## src/rtl/pb_rect_fill.sv

```systemverilog
// Solid-colour rectangle fill engine for the pixel buffer write port.
// Clips one command to the frame and writes one pixel per clock in row-major order.
module pb_rect_fill #(
    parameter int FB_W = 160,
    parameter int FB_H = 120,
    parameter int AW   = 15,
    parameter int DW   = 4
) (
    input  logic          VGA_CLK,
    input  logic          VGA_RST,
    input  logic          CMD_VALID,
    output logic          CMD_READY,
    input  logic          CMD_CLEAR,
    input  logic [7:0]    CMD_X0,
    input  logic [6:0]    CMD_Y0,
    input  logic [7:0]    CMD_W,
    input  logic [6:0]    CMD_H,
    input  logic [DW-1:0] CMD_COLOUR,
    output logic [AW-1:0] PB_WA,
    output logic [DW-1:0] PB_DATA,
    output logic          PB_WE,
    output logic          BUSY,
    output logic          DONE
);

    // Command handshake: a command transfers on the rising edge where
    // CMD_VALID and CMD_READY are both high; CMD_READY is high only in IDLE
    // and a command offered in any other state is dropped, not queued.

    typedef enum logic [1:0] {
        IDLE  = 2'd0,
        SETUP = 2'd1,
        FILL  = 2'd2,
        FIN   = 2'd3
    } state_t;

    localparam logic [8:0]    FB_W9 = 9'(FB_W);
    localparam logic [7:0]    FB_H8 = 8'(FB_H);
    localparam logic [AW-1:0] FB_WA = AW'(FB_W);

    state_t state;
    state_t next_state;

    // Latched command
    logic          cmd_clear;
    logic [7:0]    x0;
    logic [6:0]    y0;
    logic [7:0]    w;
    logic [6:0]    h;
    logic [DW-1:0] colour;

    // Clipped extent and fill counters
    logic [7:0]    fill_w;
    logic [6:0]    fill_h;
    logic [7:0]    col;
    logic [6:0]    row;
    logic [AW-1:0] row_base;

    // Clip arithmetic is one bit wider than the fields so x0+w cannot wrap.
    logic [8:0]    x_end;
    logic [8:0]    x_lim;
    logic [8:0]    clip_w;
    logic [7:0]    y_end;
    logic [7:0]    y_lim;
    logic [7:0]    clip_h;
    logic          empty;
    logic [7:0]    setup_w;
    logic [6:0]    setup_h;
    logic [AW-1:0] setup_base;
    logic          last_col;
    logic          last_row;

    always_comb begin
        x_end      = {1'b0, x0} + {1'b0, w};
        x_lim      = (x_end > FB_W9) ? FB_W9 : x_end;
        clip_w     = x_lim - {1'b0, x0};
        y_end      = {1'b0, y0} + {1'b0, h};
        y_lim      = (y_end > FB_H8) ? FB_H8 : y_end;
        clip_h     = y_lim - {1'b0, y0};
        empty      = !cmd_clear &&
                     (({1'b0, x0} >= FB_W9) || ({1'b0, y0} >= FB_H8) ||
                      (w == 8'd0) || (h == 7'd0));
        setup_w    = cmd_clear ? FB_W9[7:0] : clip_w[7:0];
        setup_h    = cmd_clear ? FB_H8[6:0] : clip_h[6:0];
        setup_base = cmd_clear ? '0 : (AW'(y0) * FB_WA) + AW'(x0);
        last_col   = (col == fill_w - 8'd1);
        last_row   = (row == fill_h - 7'd1);
    end

    always_ff @(posedge VGA_CLK or posedge VGA_RST) begin
        if (VGA_RST) begin
            state <= IDLE;
        end else begin
            state <= next_state;
        end
    end

    always_comb begin
        next_state = state;
        case (state)
            IDLE:    if (CMD_VALID) next_state = SETUP;
            SETUP:   next_state = empty ? FIN : FILL;
            FILL:    if (last_col && last_row) next_state = FIN;
            FIN:     next_state = IDLE;
            default: next_state = IDLE;
        endcase
    end

    assign CMD_READY = (state == IDLE);
    assign BUSY      = (state != IDLE);
    assign DONE      = (state == FIN);

    always_ff @(posedge VGA_CLK or posedge VGA_RST) begin
        if (VGA_RST) begin
            cmd_clear <= 1'b0;
            x0        <= '0;
            y0        <= '0;
            w         <= '0;
            h         <= '0;
            colour    <= '0;
            fill_w    <= '0;
            fill_h    <= '0;
            col       <= '0;
            row       <= '0;
            row_base  <= '0;
            PB_WA     <= '0;
            PB_DATA   <= '0;
            PB_WE     <= 1'b0;
        end else begin
            case (state)
                IDLE: begin
                    PB_WE <= 1'b0;
                    if (CMD_VALID) begin
                        cmd_clear <= CMD_CLEAR;
                        x0        <= CMD_X0;
                        y0        <= CMD_Y0;
                        w         <= CMD_W;
                        h         <= CMD_H;
                        colour    <= CMD_COLOUR;
                    end
                end
                SETUP: begin
                    fill_w   <= setup_w;
                    fill_h   <= setup_h;
                    col      <= '0;
                    row      <= '0;
                    row_base <= setup_base;
                    PB_WA    <= setup_base;
                    PB_DATA  <= colour;
                    PB_WE    <= !empty;
                end
                FILL: begin
                    if (last_col && last_row) begin
                        PB_WE <= 1'b0;
                    end else if (last_col) begin
                        // Row wrap: step the base by one line, no bubble.
                        col      <= '0;
                        row      <= row + 7'd1;
                        row_base <= row_base + FB_WA;
                        PB_WA    <= row_base + FB_WA;
                    end else begin
                        col   <= col + 8'd1;
                        PB_WA <= PB_WA + AW'(1);
                    end
                end
                default: begin
                    PB_WE <= 1'b0;
                end
            endcase
        end
    end

endmodule

```

## config.mk

```make
export PLATFORM = sky130hd
export DESIGN_NAME = pb_rect_fill
export DESIGN_NICKNAME = d
export VERILOG_FILES = /design/src/rtl/pb_rect_fill.sv
export SDC_FILE = /design/constraint.sdc
export NUM_CORES = 1
export LEC_CHECK = 0
export ABC_AREA = 1
export CAP_MARGIN = 20
export CORE_ASPECT_RATIO = 1.4
export CORE_UTILIZATION = 40
export CTS_CLUSTER_DIAMETER = 40
export DETAILED_ROUTE_END_ITERATION = 10
export PLACE_DENSITY = 0.59
export SKIP_CTS_REPAIR_TIMING = 1
export SLEW_MARGIN = 20
export SYNTH_ARGS = -nofsm -noshare
export SYNTH_HDL_FRONTEND = slang
export SYNTH_SLANG_ARGS = --single-unit
```

## constraint.sdc

```tcl
create_clock -name VGA_CLK -period 3.4 [get_ports VGA_CLK]
set_input_delay 0.34 -clock VGA_CLK [delete_from_list [all_inputs] [get_ports VGA_CLK]]
set_output_delay 0.34 -clock VGA_CLK [all_outputs]
set_load 0.005 [all_outputs]
```

==> load_flow_metrics.sql, run 1 <==
INSERT INTO impl_metrics (metric_group, metric, value, unit) VALUES
('sta', 'accumulated_negative_setup_slack', '0', 'ns'),
('sta', 'fin_worst_skew', '0.00954', 'ns'),
('route', 'detail_route.first_pass.iterations', '4', ''),
('logic_synthesis', 'synthAdderAreaFrac', '10.4', '%'),
('route', 'vias', '6149', ''),
('sta', 'final.min_clock_period', '3.24', 'ns'),
('status', 'status', 'finished clean', ''),
('worst_setup_path', 'end_kind', 'flop', ''),
('worst_setup_path', 'worst-endpoint-arrival', '3.49', 'ns'),
('sta', 'layout_worst_path_cycle_share', '95.2', '%'),
('route', 'post_dr_wirelength_cell', '13.6', 'µm'),
('sta', 'actual_slew_at_the_worst_max_slew_pin', '1.03', 'ns'),
('sta', 'grt_setup_unrepaired', 'yes', ''),
('global_route', 'gr-usage-all-layers', '19.8', '%'),
('logic_synthesis', 'yosys_warnings', '0', ''),
('worst_setup_path', 'r2r_start', 'h[0]$_DFFE_PP0P_', ''),
('die', 'dieArea', '18500', 'µm²'),
('worst_setup_path', 'maximum_fanout_encountered_on_the_critical_timing_path', '3', ''),
('die', 'row_count', '57', ''),
('route', 'remaining_drcs', '0', ''),
('logic_synthesis', 'synth_mux_area_share', '2.98', '%'),
('final_layout', 'layout-area-overhead-vs-synth', '20.6', '%'),
('logic_synthesis', 'yosys_reg_bits', '102', ''),
('global_route', 'grt_antenna_before_repair', '0', ''),
('clocking', 'clk_latency', '0.36', 'ns'),
('sta', 'finalSetupViolations', '0', ''),
('final_layout', 'multi_input_area', '4190', 'µm²'),
('clocking', 'clock_transition_time_at_the_flip_flop_clock_pins_of_the_worst_setup_and_hold_paths', '0.07', 'ns'),
('sta', 'number_of_endpoints_with_negative_hold_slack_in_the_final_report', '0', ''),
('logic_synthesis', 'synthTopCellsByArea', 'dfrtp_1 (36%), nand2_1 (12%), ha_1 (8.7%)', ''),
('final_layout', 'fraction_of_layout_instances_using_a_drive_strength_above_1', '11.6', '%'),
('final_layout', 'fin_nets', '1108', ''),
('global_route', 'grt_overflow', '0', ''),
('route', 'detailed_route_vias_per_instance', '4.90', ''),
('placement', 'place_hpwl', '13500', 'µm'),
('global_route', 'largest_net_degree_at_the_start_of_global_routing', '56', ''),
('clocking', 'clock-root-buffer', 'clkbuf_16', ''),
('worst_setup_path', 'startpoint_type', 'flop', ''),
('die', 'die-width', '115', 'µm'),
('sta', 'max_slew_margin', '30.9', '%'),
('sta', 'timing.fmax', '0.309', 'GHz'),
('final_layout', 'area.sequential', '2550', 'µm²'),
('clocking', 'cts.path.max_buffers', '2', ''),
('logic_synthesis', 'register_area_share_after_synthesis', '35.5', '%'),
('route', 'detail_route.wirelength', '17100', 'µm'),
('final_layout', 'layout_fillers', '1753', ''),
('logic_synthesis', 'largest_family_of_logic_cells_by_synthesized_area', 'simple AND/OR/NAND/NOR gates', ''),
('logic_synthesis', 'post_synth_simple_gate_area', '24.9', '%'),
('worst_setup_path', 'crit_chain', 'ha_2 -> inv_2 -> fa_2 -> nand3b_1 -> nand2_2 -> and3_4 -> o21bai_1 -> nand2_1 -> nand3b_1 -> buf_4 -> nand3_2 -> nand2_2 -> fa_2 -> nand3_2 -> nand2_2 -> a21oi_2 -> nor2_1 -> nor2_1 -> xnor2_1 -> xnor2_1 -> o22ai_1 -> inv_1', ''),
('clocking', 'cts_inserted_buffers', '9', ''),
('die', 'io_pins', '61', ''),
('logic_synthesis', 'syn_avg_cell_area', '7.72', 'µm²'),
('placement', 'final_wtd_congestion', '0.838', ''),
('sta', 'final-max-slew-violation-count', '0', ''),
('die', 'die-height', '161', 'µm'),
('final_layout', 'antenna_diode_count', '0', ''),
('logic_synthesis', 'synthesis.instances', '930', ''),
('logic_synthesis', 'synthXorXnorAreaFrac', '7.20', '%'),
('clocking', 'cts_tree', 'done', ''),
('worst_setup_path', 'critical-path-top-cell-by-count', 'nand2_2', ''),
('logic_synthesis', 'yosysTopAreaCellShare', '35.5', '%'),
('worst_setup_path', 'crit_required', '3.65', 'ns'),
('worst_setup_path', 'crit_slowest_cell', 'fa_2', ''),
('global_route', 'first_pass_grt_wire_length', '28600', 'µm'),
('placement', 'numPortBuffers', '60', ''),
('logic_synthesis', 'synthesis.area', '7180', 'µm²'),
('logic_synthesis', 'cell_accounting_for_the_most_synthesized_area', 'dfrtp_1', ''),
('worst_setup_path', 'crit_path_start', 'h[0]$_DFFE_PP0P_', ''),
('flow_run', 'drv_cap', '0', ''),
('route', 'dr.first_iter.drc_count', '224', ''),
('logic_synthesis', 'mappedNetlistNets', '1024', '');
-- placed cells by master (no fill, tap or decap), types with 3 or more instances in the layout --
| master | count |
|---|---|
| nand2_1 | 218 |
| dfrtp_1 | 102 |
| inv_1 | 100 |
| nor2_1 | 81 |
| clkdlybuf4s50_1 | 60 |
| nand3_1 | 51 |
| o21ai_0 | 48 |
| xor2_1 | 47 |
| ha_1 | 47 |
| a21oi_1 | 46 |
| buf_4 | 32 |
| mux2_2 | 19 |
| o21ai_1 | 18 |
| nor3_1 | 14 |
| nand4_1 | 13 |
| xnor2_1 | 12 |
| clkbuf_16 | 9 |
| nand2_2 | 7 |
| inv_2 | 7 |
| nor2_2 | 5 |
| o211ai_1 | 5 |
| a21oi_2 | 5 |
| o22ai_2 | 5 |
| o22ai_1 | 5 |
| or2_2 | 4 |
| nand3b_1 | 4 |
| a21o_1 | 4 |
| fa_1 | 4 |
| nand3_2 | 3 |
| and2_1 | 3 |
| o21bai_1 | 3 |
| nor4_1 | 3 |
| bufinv_16 | 3 |
-- critical path: cells and delay by family, from the launching register on --
family,cells,cell delay (ns)
xor+xnor,2,0.23
simple gates,11,1.02
compound gates,3,0.31
fa+ha+maj,3,0.94
flops,1,0.36
buf+inv,3,0.24
-- final timing paths --
kind | depth (start not counted) | endpoint | slack [ns]
max reg2reg | 22 | fill_h[6]$_DFFE_PP0P_ | 0.16
min in group VGA_CLK | 2 | PB_DATA[2]$_DFFE_PP0P_ | 0.48
min | 2 | fill_w[1]$_DFFE_PP0P_ | 0.45
min reg2reg | 2 | PB_DATA[2]$_DFFE_PP0P_ | 0.48
max | 22 | fill_h[6]$_DFFE_PP0P_ | 0.16
max in group asynchronous | 3 | PB_WA[10]$_DFFE_PP0P_ | 2.19
-- layout make-up --
type                            count  area share [%]
Tap cell                          236            3.41
Clock buffer                       11            2.80
Clock inverter                      5            1.23
Inverter                          111            4.91
Multi-Input combinational cell    698            48.4
Sequential cell                   102            29.5
Timing Repair Buffer               92            9.71
-- flip-flops by register name (all words and copies together) (netlist names) --
name / count
cmd_clear: 1
PB_WA: 15
h: 7
row: 7
y0: 7
state: 2
w: 8
PB_DATA: 4
fill_h: 7
x0: 8
row_base: 15
colour: 4
PB_WE: 1
col: 8
fill_w: 8
-- synth_stat cells (all sizes together) --
library cell,instances
o21bai,3
ha,50
xor2,47
buf,8
a21oi,51
a21boi,1
inv,109
o2111a,1
nor2,87
fa,6
clkbuf,11
xnor2,12
nand3b,4
and2,4
a211oi,2
nor3,14
o31ai,2
dfrtp,102
nor4,4
and3,2
nand3,54
o22ai,10
nand4,13
or2,5
a31oi,1
clkinv,2
mux2,19
o211ai,5
nor3b,2
o21ai,67
nand2,227
a21o,4
o21a,1
-- layer usage --
layer | vias to the layer above | wire length (µm) | track usage (%) | share of wire [%]
met2 | 111 | 8420 | 33.8 | 49
met3 | 21 | 626 | 2.98 | 3.7
li1 | 3205 | - | - | -
met5 | - | 0 | 0 | 0
met4 | 0 | 411 | 7.85 | 2.4
met1 | 2812 | 7640 | 24.8 | 45
-- metrics by stage --
stage | cell area [µm²] | util (%) | setup WS, ns | hold slack (ns) | std cells
after floorplan | 7180 | - | 0.140 | 0.440 | 930
after global placement | 8200 | 46.9 | 0.0729 | 0.454 | 1235
after detailed placement | 8200 | 46.9 | 0.0291 | 0.462 | 1235
after CTS | 8540 | 48.9 | -0.00370 | 0.476 | 1251
after global routing | 8660 | 49.5 | -0.0797 | 0.494 | 1255
final | 8660 | 49.5 | 0.164 | 0.446 | 1255
-- cell families after synthesis --
| family | Yosys count |
|---|---|
| AOI/OAI and AO/OA | 148 |
| xor gates and xnor gates | 59 |
| adders and majority gates | 56 |
| buffers and inverters | 130 |
| DFF | 102 |
| muxes | 19 |
| and+or+nand+nor | 416 |
Power of run 1 is left out: the tool's default activity adds up to more than one toggle a clock period on the data nets, which glitch-free logic cannot reach.
==> inputs of run 2 (changes only) <==
--- a/config.mk
+++ b/config.mk
@@ -7,7 +7,6 @@
 export LEC_CHECK = 0
 export ABC_AREA = 1
 export CAP_MARGIN = 20
-export CORE_ASPECT_RATIO = 1.4
 export CORE_UTILIZATION = 40
 export CTS_CLUSTER_DIAMETER = 40
 export DETAILED_ROUTE_END_ITERATION = 10
@@ -17,3 +16,4 @@
 export SYNTH_ARGS = -nofsm -noshare
 export SYNTH_HDL_FRONTEND = slang
 export SYNTH_SLANG_ARGS = --single-unit
+export TNS_END_PERCENT = 100
==> run 2 against run 1 <==
Compared with the run above: sequential cell count stayed put; first-iteration DRC count is 56% higher; final cell count is 1.2% lower; via count is 0.96% lower; largest cell class unchanged; sequential share of layout area is 0.18 points higher; maximum frequency is 0.22% higher; global-route usage hardly changed; critical path depth is 1 lower; highest routed layer unchanged; utilization is 0.14 points lower; worst setup slack better by 0.0072 ns.
==> load_flow_metrics.sql, run 2 (synthesis results as in run 1) <==
INSERT INTO impl_metrics (metric_group, metric, value, unit) VALUES
('clocking', 'clock_transition_time_at_the_flip_flop_clock_pins_of_the_worst_setup_and_hold_paths', '0.07', 'ns'),
('worst_setup_path', 'r2r_start', 'y0[0]$_DFFE_PP0P_', ''),
('sta', 'grt_setup_unrepaired', 'yes', ''),
('route', 'remaining_drcs', '0', ''),
('sta', 'final-max-slew-violation-count', '0', ''),
('global_route', 'gr-usage-all-layers', '19.8', '%'),
('route', 'dr.first_iter.drc_count', '350', ''),
('die', 'row_count', '48', ''),
('route', 'routed.top_layer', 'met4', ''),
('die', 'start_util', '41.2', '%'),
('status', 'status', 'finished clean', ''),
('worst_setup_path', 'critical-path-top-cell-by-count', 'xnor2_1', ''),
('worst_setup_path', 'startpoint_type', 'flop', ''),
('clocking', 'clock-root-buffer', 'clkbuf_16', ''),
('final_layout', 'antenna_diode_count', '0', ''),
('route', 'wirelength_met1', '8860', 'µm'),
('worst_setup_path', 'worst-endpoint-arrival', '3.47', 'ns'),
('final_layout', 'post-route-util', '49.4', '%'),
('clocking', 'cts_inserted_buffers', '9', ''),
('final_layout', 'largest_registers', 'PB_WA: 15 flops, row_base: 15 flops', ''),
('worst_setup_path', 'crit-reg2reg-capture', 'fill_h[6]$_DFFE_PP0P_', ''),
('placement', 'final_wtd_congestion', '0.847', ''),
('final_layout', 'finished_layout_cells', '1240', ''),
('worst_setup_path', 'crit_chain', 'ha_2 -> inv_1 -> fa_2 -> nand3b_1 -> nand2_1 -> xnor2_1 -> nor3_2 -> nand3b_1 -> and2_4 -> inv_4 -> nor2_2 -> fa_2 -> nand3_2 -> nand2_2 -> a21oi_2 -> nor2_1 -> nor2_1 -> xnor2_1 -> xnor2_1 -> o22ai_1 -> inv_1', ''),
('placement', 'numPortBuffers', '60', ''),
('route', 'post_dr_wirelength_cell', '13.9', 'µm'),
('route', 'detailroute.wirelength.met2', '7580', 'µm'),
('route', 'vias', '6090', ''),
('worst_setup_path', 'ff2ff_path_depth', '21', ''),
('clocking', 'clk_latency', '0.35', 'ns'),
('route', 'detailed_route_vias_per_instance', '4.91', ''),
('global_route', 'first_pass_grt_wire_length', '28600', 'µm'),
('final_layout', 'fin_nets', '1104', ''),
('sta', 'setup_slack', '0.171', 'ns'),
('clocking', 'cts_tree', 'done', ''),
('route', 'met3WireLength', '604', 'µm'),
('final_layout', 'mostFrequentLayoutCell', 'nand2_1', ''),
('sta', 'layout_worst_path_cycle_share', '95.0', '%'),
('clocking', 'clkSinkCount', '102', ''),
('global_route', 'grt_antenna_before_repair', '0', ''),
('worst_setup_path', 'worstPathBufferInverterCount', '3', ''),
('global_route', 'largest_net_degree_at_the_start_of_global_routing', '52', ''),
('final_layout', 'fraction_of_layout_instances_using_a_drive_strength_above_1', '11.0', '%'),
('global_route', 'first_global_vias', '5766', ''),
('sta', 'fin_worst_skew', '0.00692', 'ns'),
('die', 'die-height', '136', 'µm'),
('die', 'io_pins', '61', ''),
('worst_setup_path', 'critical_path.top_delay_family', 'simple AND/OR/NAND/NOR gates', ''),
('final_layout', 'layout-area-overhead-vs-synth', '19.8', '%'),
('clocking', 'cts.path.max_buffers', '2', ''),
('worst_setup_path', 'critical_path_depth', '21', ''),
('route', 'detail_route.first_pass.iterations', '5', ''),
('placement', 'numPlacedInstances', '1219', ''),
('sta', 'finalSetupViolations', '0', ''),
('route', 'detail_route.wirelength', '17200', 'µm'),
('placement', 'post-place-ws', '0.0236', 'ns'),
('sta', 'timing.fmax', '0.310', 'GHz'),
('sta', 'actual_slew_at_the_worst_max_slew_pin', '0.563', 'ns'),
('worst_setup_path', 'end_kind', 'flop', ''),
('worst_setup_path', 'crit_required', '3.65', 'ns'),
('final_layout', 'highest_count_cells_in_the_layout_ignoring_fill_and_taps', 'nand2_1 (220), dfrtp_1 (102), inv_1 (101)', ''),
('global_route', 'grt_overflow', '0', ''),
('hold_path', 'timing.hold.worst.class', 'in2async', ''),
('worst_setup_path', 'max_stage_delay', '0.39', 'ns'),
('die', 'core_area', '17400', 'µm²'),
('sta', 'max_slew_margin', '62.5', '%'),
('die', 'dieArea', '18500', 'µm²'),
('placement', 'place_hpwl', '13300', 'µm'),
('worst_setup_path', 'critical_path_class', 'reg2reg', ''),
('worst_setup_path', 'internal_reg_to_reg_setup_slack', '0.17', 'ns'),
('worst_setup_path', 'crit_slowest_cell', 'fa_2', ''),
('clocking', 'h_tree_lvl_count', '3', ''),
('worst_setup_path', 'maximum_fanout_encountered_on_the_critical_timing_path', '4', ''),
('sta', 'number_of_endpoints_with_negative_hold_slack_in_the_final_report', '0', ''),
('sta', 'final.min_clock_period', '3.23', 'ns'),
('flow_run', 'drv_cap', '0', ''),
('die', 'die-width', '136', 'µm'),
('route', 'postRouteAntennaNets', '0', '');
[run 2: cell count changes in the layout (fill, tap and decap cells not counted), sizes merged]
cell / previous run / this run
clkinvlp: 1 / 0
buf: 32 / 28
clkinv: 3 / 5
bufinv: 3 / 1
inv: 109 / 110
[run 2: layer usage]
| layer | track usage [%] | vias to the layer above |
|---|---|---|
| li1 | - | 3211 |
| met1 | 28.8 | 2763 |
| met2 | 30.5 | 102 |
| met3 | 3.06 | 14 |
| met4 | 5.06 | 0 |
| met5 | 0 | - |
[run 2: how the worst max path moves through the flow]
stage	start	to	slack, ns
after global placement	y0[0]$_DFFE_PP0P_	fill_h[6]$_DFFE_PP0P_	0.08
final	y0[0]$_DFFE_PP0P_	fill_h[6]$_DFFE_PP0P_	0.17
after CTS	y0[0]$_DFFE_PP0P_	fill_h[6]$_DFFE_PP0P_	0.02
after global routing	y0[0]$_DFFE_PP0P_	fill_h[6]$_DFFE_PP0P_	-0.06
after floorplan	y0[0]$_DFFE_PP0P_	fill_h[6]$_DFFE_PP0P_	0.14
after detailed placement	y0[0]$_DFFE_PP0P_	fill_h[6]$_DFFE_PP0P_	0.02
[run 2: cell type report]
class	instances	area (µm²)
fill	1707	8810
timing repair buffer	88	848
clock inverter	5	57.6
clock buffer	11	243
tap	225	282
inverter	111	428
sequential	102	2550
multi-input combinational	698	4190
[run 2: per-stage QoR]
stage	hold WS, ns	TNS (ns)	instance area [µm²]
floorplan	0.440	0	7180
global placement	0.452	0	8170
detailed placement	0.462	0	8170
CTS	0.420	0	8470
global route	0.461	-0.0629	8600
finish	0.393	0	8600
Power of run 2 is left out for the same reason.
==> inputs of run 3 (changes only) <==
--- a/config.mk
+++ b/config.mk
@@ -10,6 +10,7 @@
 export CORE_UTILIZATION = 40
 export CTS_CLUSTER_DIAMETER = 40
 export DETAILED_ROUTE_END_ITERATION = 10
+export MAX_ROUTING_LAYER = met4
 export PLACE_DENSITY = 0.59
 export SKIP_CTS_REPAIR_TIMING = 1
 export SLEW_MARGIN = 20
==> run 3 against run 2 <==
Compared with the run above: non-clock buffer count unchanged; register-to-register slack about the same; critical path depth unchanged; sequential cell count unchanged; via count decreased by 0.51%; highest routed layer unchanged; count of clock-buffer cells in the layout unchanged; sequential share of layout area unchanged; final cell count unchanged.
==> load_flow_metrics.sql, run 3 (synthesis results as in run 1) <==
INSERT INTO impl_metrics (metric_group, metric, value, unit) VALUES
('worst_setup_path', 'internal_reg_to_reg_setup_slack', '0.17', 'ns'),
('placement', 'numPortBuffers', '60', ''),
('worst_setup_path', 'maximum_fanout_encountered_on_the_critical_timing_path', '4', ''),
('sta', 'final.min_clock_period', '3.23', 'ns'),
('final_layout', 'mostFrequentLayoutCell', 'nand2_1', ''),
('sta', 'grt_setup_unrepaired', 'yes', ''),
('sta', 'timing.fmax', '0.310', 'GHz'),
('final_layout', 'highest_count_cells_in_the_layout_ignoring_fill_and_taps', 'nand2_1 (220), dfrtp_1 (102), inv_1 (101)', ''),
('placement', 'post-place-ws', '0.0236', 'ns'),
('global_route', 'first_global_vias', '5771', ''),
('route', 'detail_route.wirelength', '17200', 'µm'),
('placement', 'final_wtd_congestion', '0.860', ''),
('clocking', 'cts_tree', 'done', ''),
('die', 'core_area', '17400', 'µm²'),
('clocking', 'h_tree_lvl_count', '3', ''),
('route', 'dr.first_iter.drc_count', '291', ''),
('die', 'row_count', '48', ''),
('sta', 'finalSetupViolations', '0', ''),
('worst_setup_path', 'r2r_start', 'y0[0]$_DFFE_PP0P_', ''),
('global_route', 'gr-usage-all-layers', '20.4', '%'),
('sta', 'layout_worst_path_cycle_share', '95.0', '%'),
('clocking', 'clock_transition_time_at_the_flip_flop_clock_pins_of_the_worst_setup_and_hold_paths', '0.07', 'ns'),
('clocking', 'cts.path.max_buffers', '2', ''),
('placement', 'place_hpwl', '13300', 'µm'),
('global_route', 'grt_overflow', '0', ''),
('route', 'remaining_drcs', '0', ''),
('route', 'vias', '6059', ''),
('final_layout', 'largest_registers', 'PB_WA: 15 flops, row_base: 15 flops', ''),
('die', 'die-width', '136', 'µm'),
('global_route', 'first_pass_grt_wire_length', '28600', 'µm'),
('route', 'post_dr_wirelength_cell', '13.9', 'µm'),
('sta', 'actual_slew_at_the_worst_max_slew_pin', '0.562', 'ns'),
('final_layout', 'layout-area-overhead-vs-synth', '19.8', '%'),
('global_route', 'largest_net_degree_at_the_start_of_global_routing', '52', ''),
('flow_run', 'drv_cap', '0', ''),
('worst_setup_path', 'crit_required', '3.65', 'ns'),
('final_layout', 'fraction_of_layout_instances_using_a_drive_strength_above_1', '11.0', '%'),
('route', 'detailed_route_vias_per_instance', '4.89', ''),
('sta', 'setup_slack', '0.171', 'ns'),
('die', 'io_pins', '61', ''),
('route', 'detail_route.first_pass.iterations', '4', ''),
('worst_setup_path', 'setup.worst_path.end', 'fill_h[6]$_DFFE_PP0P_', ''),
('clocking', 'clkSinkCount', '102', ''),
('final_layout', 'layout_fillers', '1707', ''),
('sta', 'fin_worst_skew', '0.00843', 'ns'),
('worst_setup_path', 'end_kind', 'flop', ''),
('status', 'status', 'finished clean', ''),
('hold_path', 'timing.hold.worst.class', 'in2async', ''),
('die', 'die-height', '136', 'µm'),
('final_layout', 'fin_nets', '1104', ''),
('sta', 'max_slew_margin', '62.5', '%'),
('route', 'postRouteAntennaNets', '0', ''),
('sta', 'final-max-slew-violation-count', '0', ''),
('sta', 'number_of_endpoints_with_negative_hold_slack_in_the_final_report', '0', ''),
('clocking', 'cts_inserted_buffers', '9', ''),
('global_route', 'grt_antenna_before_repair', '0', ''),
('die', 'dieArea', '18500', 'µm²'),
('worst_setup_path', 'crit_path_start', 'y0[0]$_DFFE_PP0P_', ''),
('final_layout', 'antenna_diode_count', '0', ''),
('clocking', 'clk_latency', '0.36', 'ns'),
('clocking', 'clock-root-buffer', 'clkbuf_16', ''),
('die', 'start_util', '41.2', '%'),
('worst_setup_path', 'crit-reg2reg-capture', 'fill_h[6]$_DFFE_PP0P_', ''),
('worst_setup_path', 'startpoint_type', 'flop', ''),
('worst_setup_path', 'critical_path_class', 'reg2reg', ''),
('worst_setup_path', 'ff2ff_path_depth', '21', ''),
('worst_setup_path', 'worst-endpoint-arrival', '3.48', 'ns');
==> run 3: critical path: stages, from the launching register on <==
cell,delay (ns)
dfrtp_1,0.36
ha_2,0.18
inv_1,0.05
fa_2,0.34
nand3b_1,0.17
nand2_1,0.10
xnor2_1,0.11
nor3_2,0.20
nand3b_1,0.14
and2_4,0.19
inv_4,0.06
nor2_2,0.05
fa_2,0.39
nand3_2,0.07
nand2_2,0.07
a21oi_2,0.11
nor2_1,0.05
nor2_1,0.12
xnor2_1,0.14
xnor2_1,0.08
o22ai_1,0.10
inv_1,0.05
==> run 3: area by class of cell <==
cell class / count / area (µm²) / area share, %
clock buffer: 11 / 243 / 2.82
clock inverter: 5 / 57.6 / 0.669
inverter: 111 / 428 / 4.97
multi-input combinational: 698 / 4190 / 48.7
sequential: 102 / 2550 / 29.7
tap: 225 / 282 / 3.27
timing repair buffer: 88 / 848 / 9.86
==> run 3: stage by stage <==
step | area (µm²) | hold WS, ns | cells | setup TNS (ns) | utilization (%)
after floorplan | 7180 | 0.440 | 930 | 0 | -
after global placement | 8170 | 0.452 | 1219 | 0 | 46.9
after detailed placement | 8170 | 0.462 | 1219 | 0 | 46.9
after CTS | 8470 | 0.420 | 1235 | 0 | 48.6
after global routing | 8600 | 0.462 | 1240 | -0.0629 | 49.4
final | 8600 | 0.394 | 1240 | 0 | 49.4
==> run 3: how the worst min path moves through the flow <==
stage / to / slack (ns) / cells after the start / start
after floorplan: PB_DATA[0]$_DFFE_PP0P_ / 0.44 / 2 / colour[0]$_DFFE_PP0P_
after global placement: PB_DATA[1]$_DFFE_PP0P_ / 0.45 / 2 / colour[1]$_DFFE_PP0P_
after detailed placement: PB_DATA[1]$_DFFE_PP0P_ / 0.46 / 2 / PB_DATA[1]$_DFFE_PP0P_
after CTS: y0[1]$_DFFE_PP0P_ / 0.42 / 2 / VGA_RST
after global routing: y0[0]$_DFFE_PP0P_ / 0.46 / 2 / VGA_RST
final: y0[1]$_DFFE_PP0P_ / 0.39 / 2 / VGA_RST
==> run 3: routing by layer <==
metal	vias to the layer above	wire (µm)	share of wire, %	track usage [%]
met4	0	202	1.2	5.06
met5	-	0	0	-
met2	93	7600	44	30.4
li1	3212	-	-	-
met1	2741	8960	52	29.0
met3	13	477	2.8	2.68
Power of run 3 is left out for the same reason.
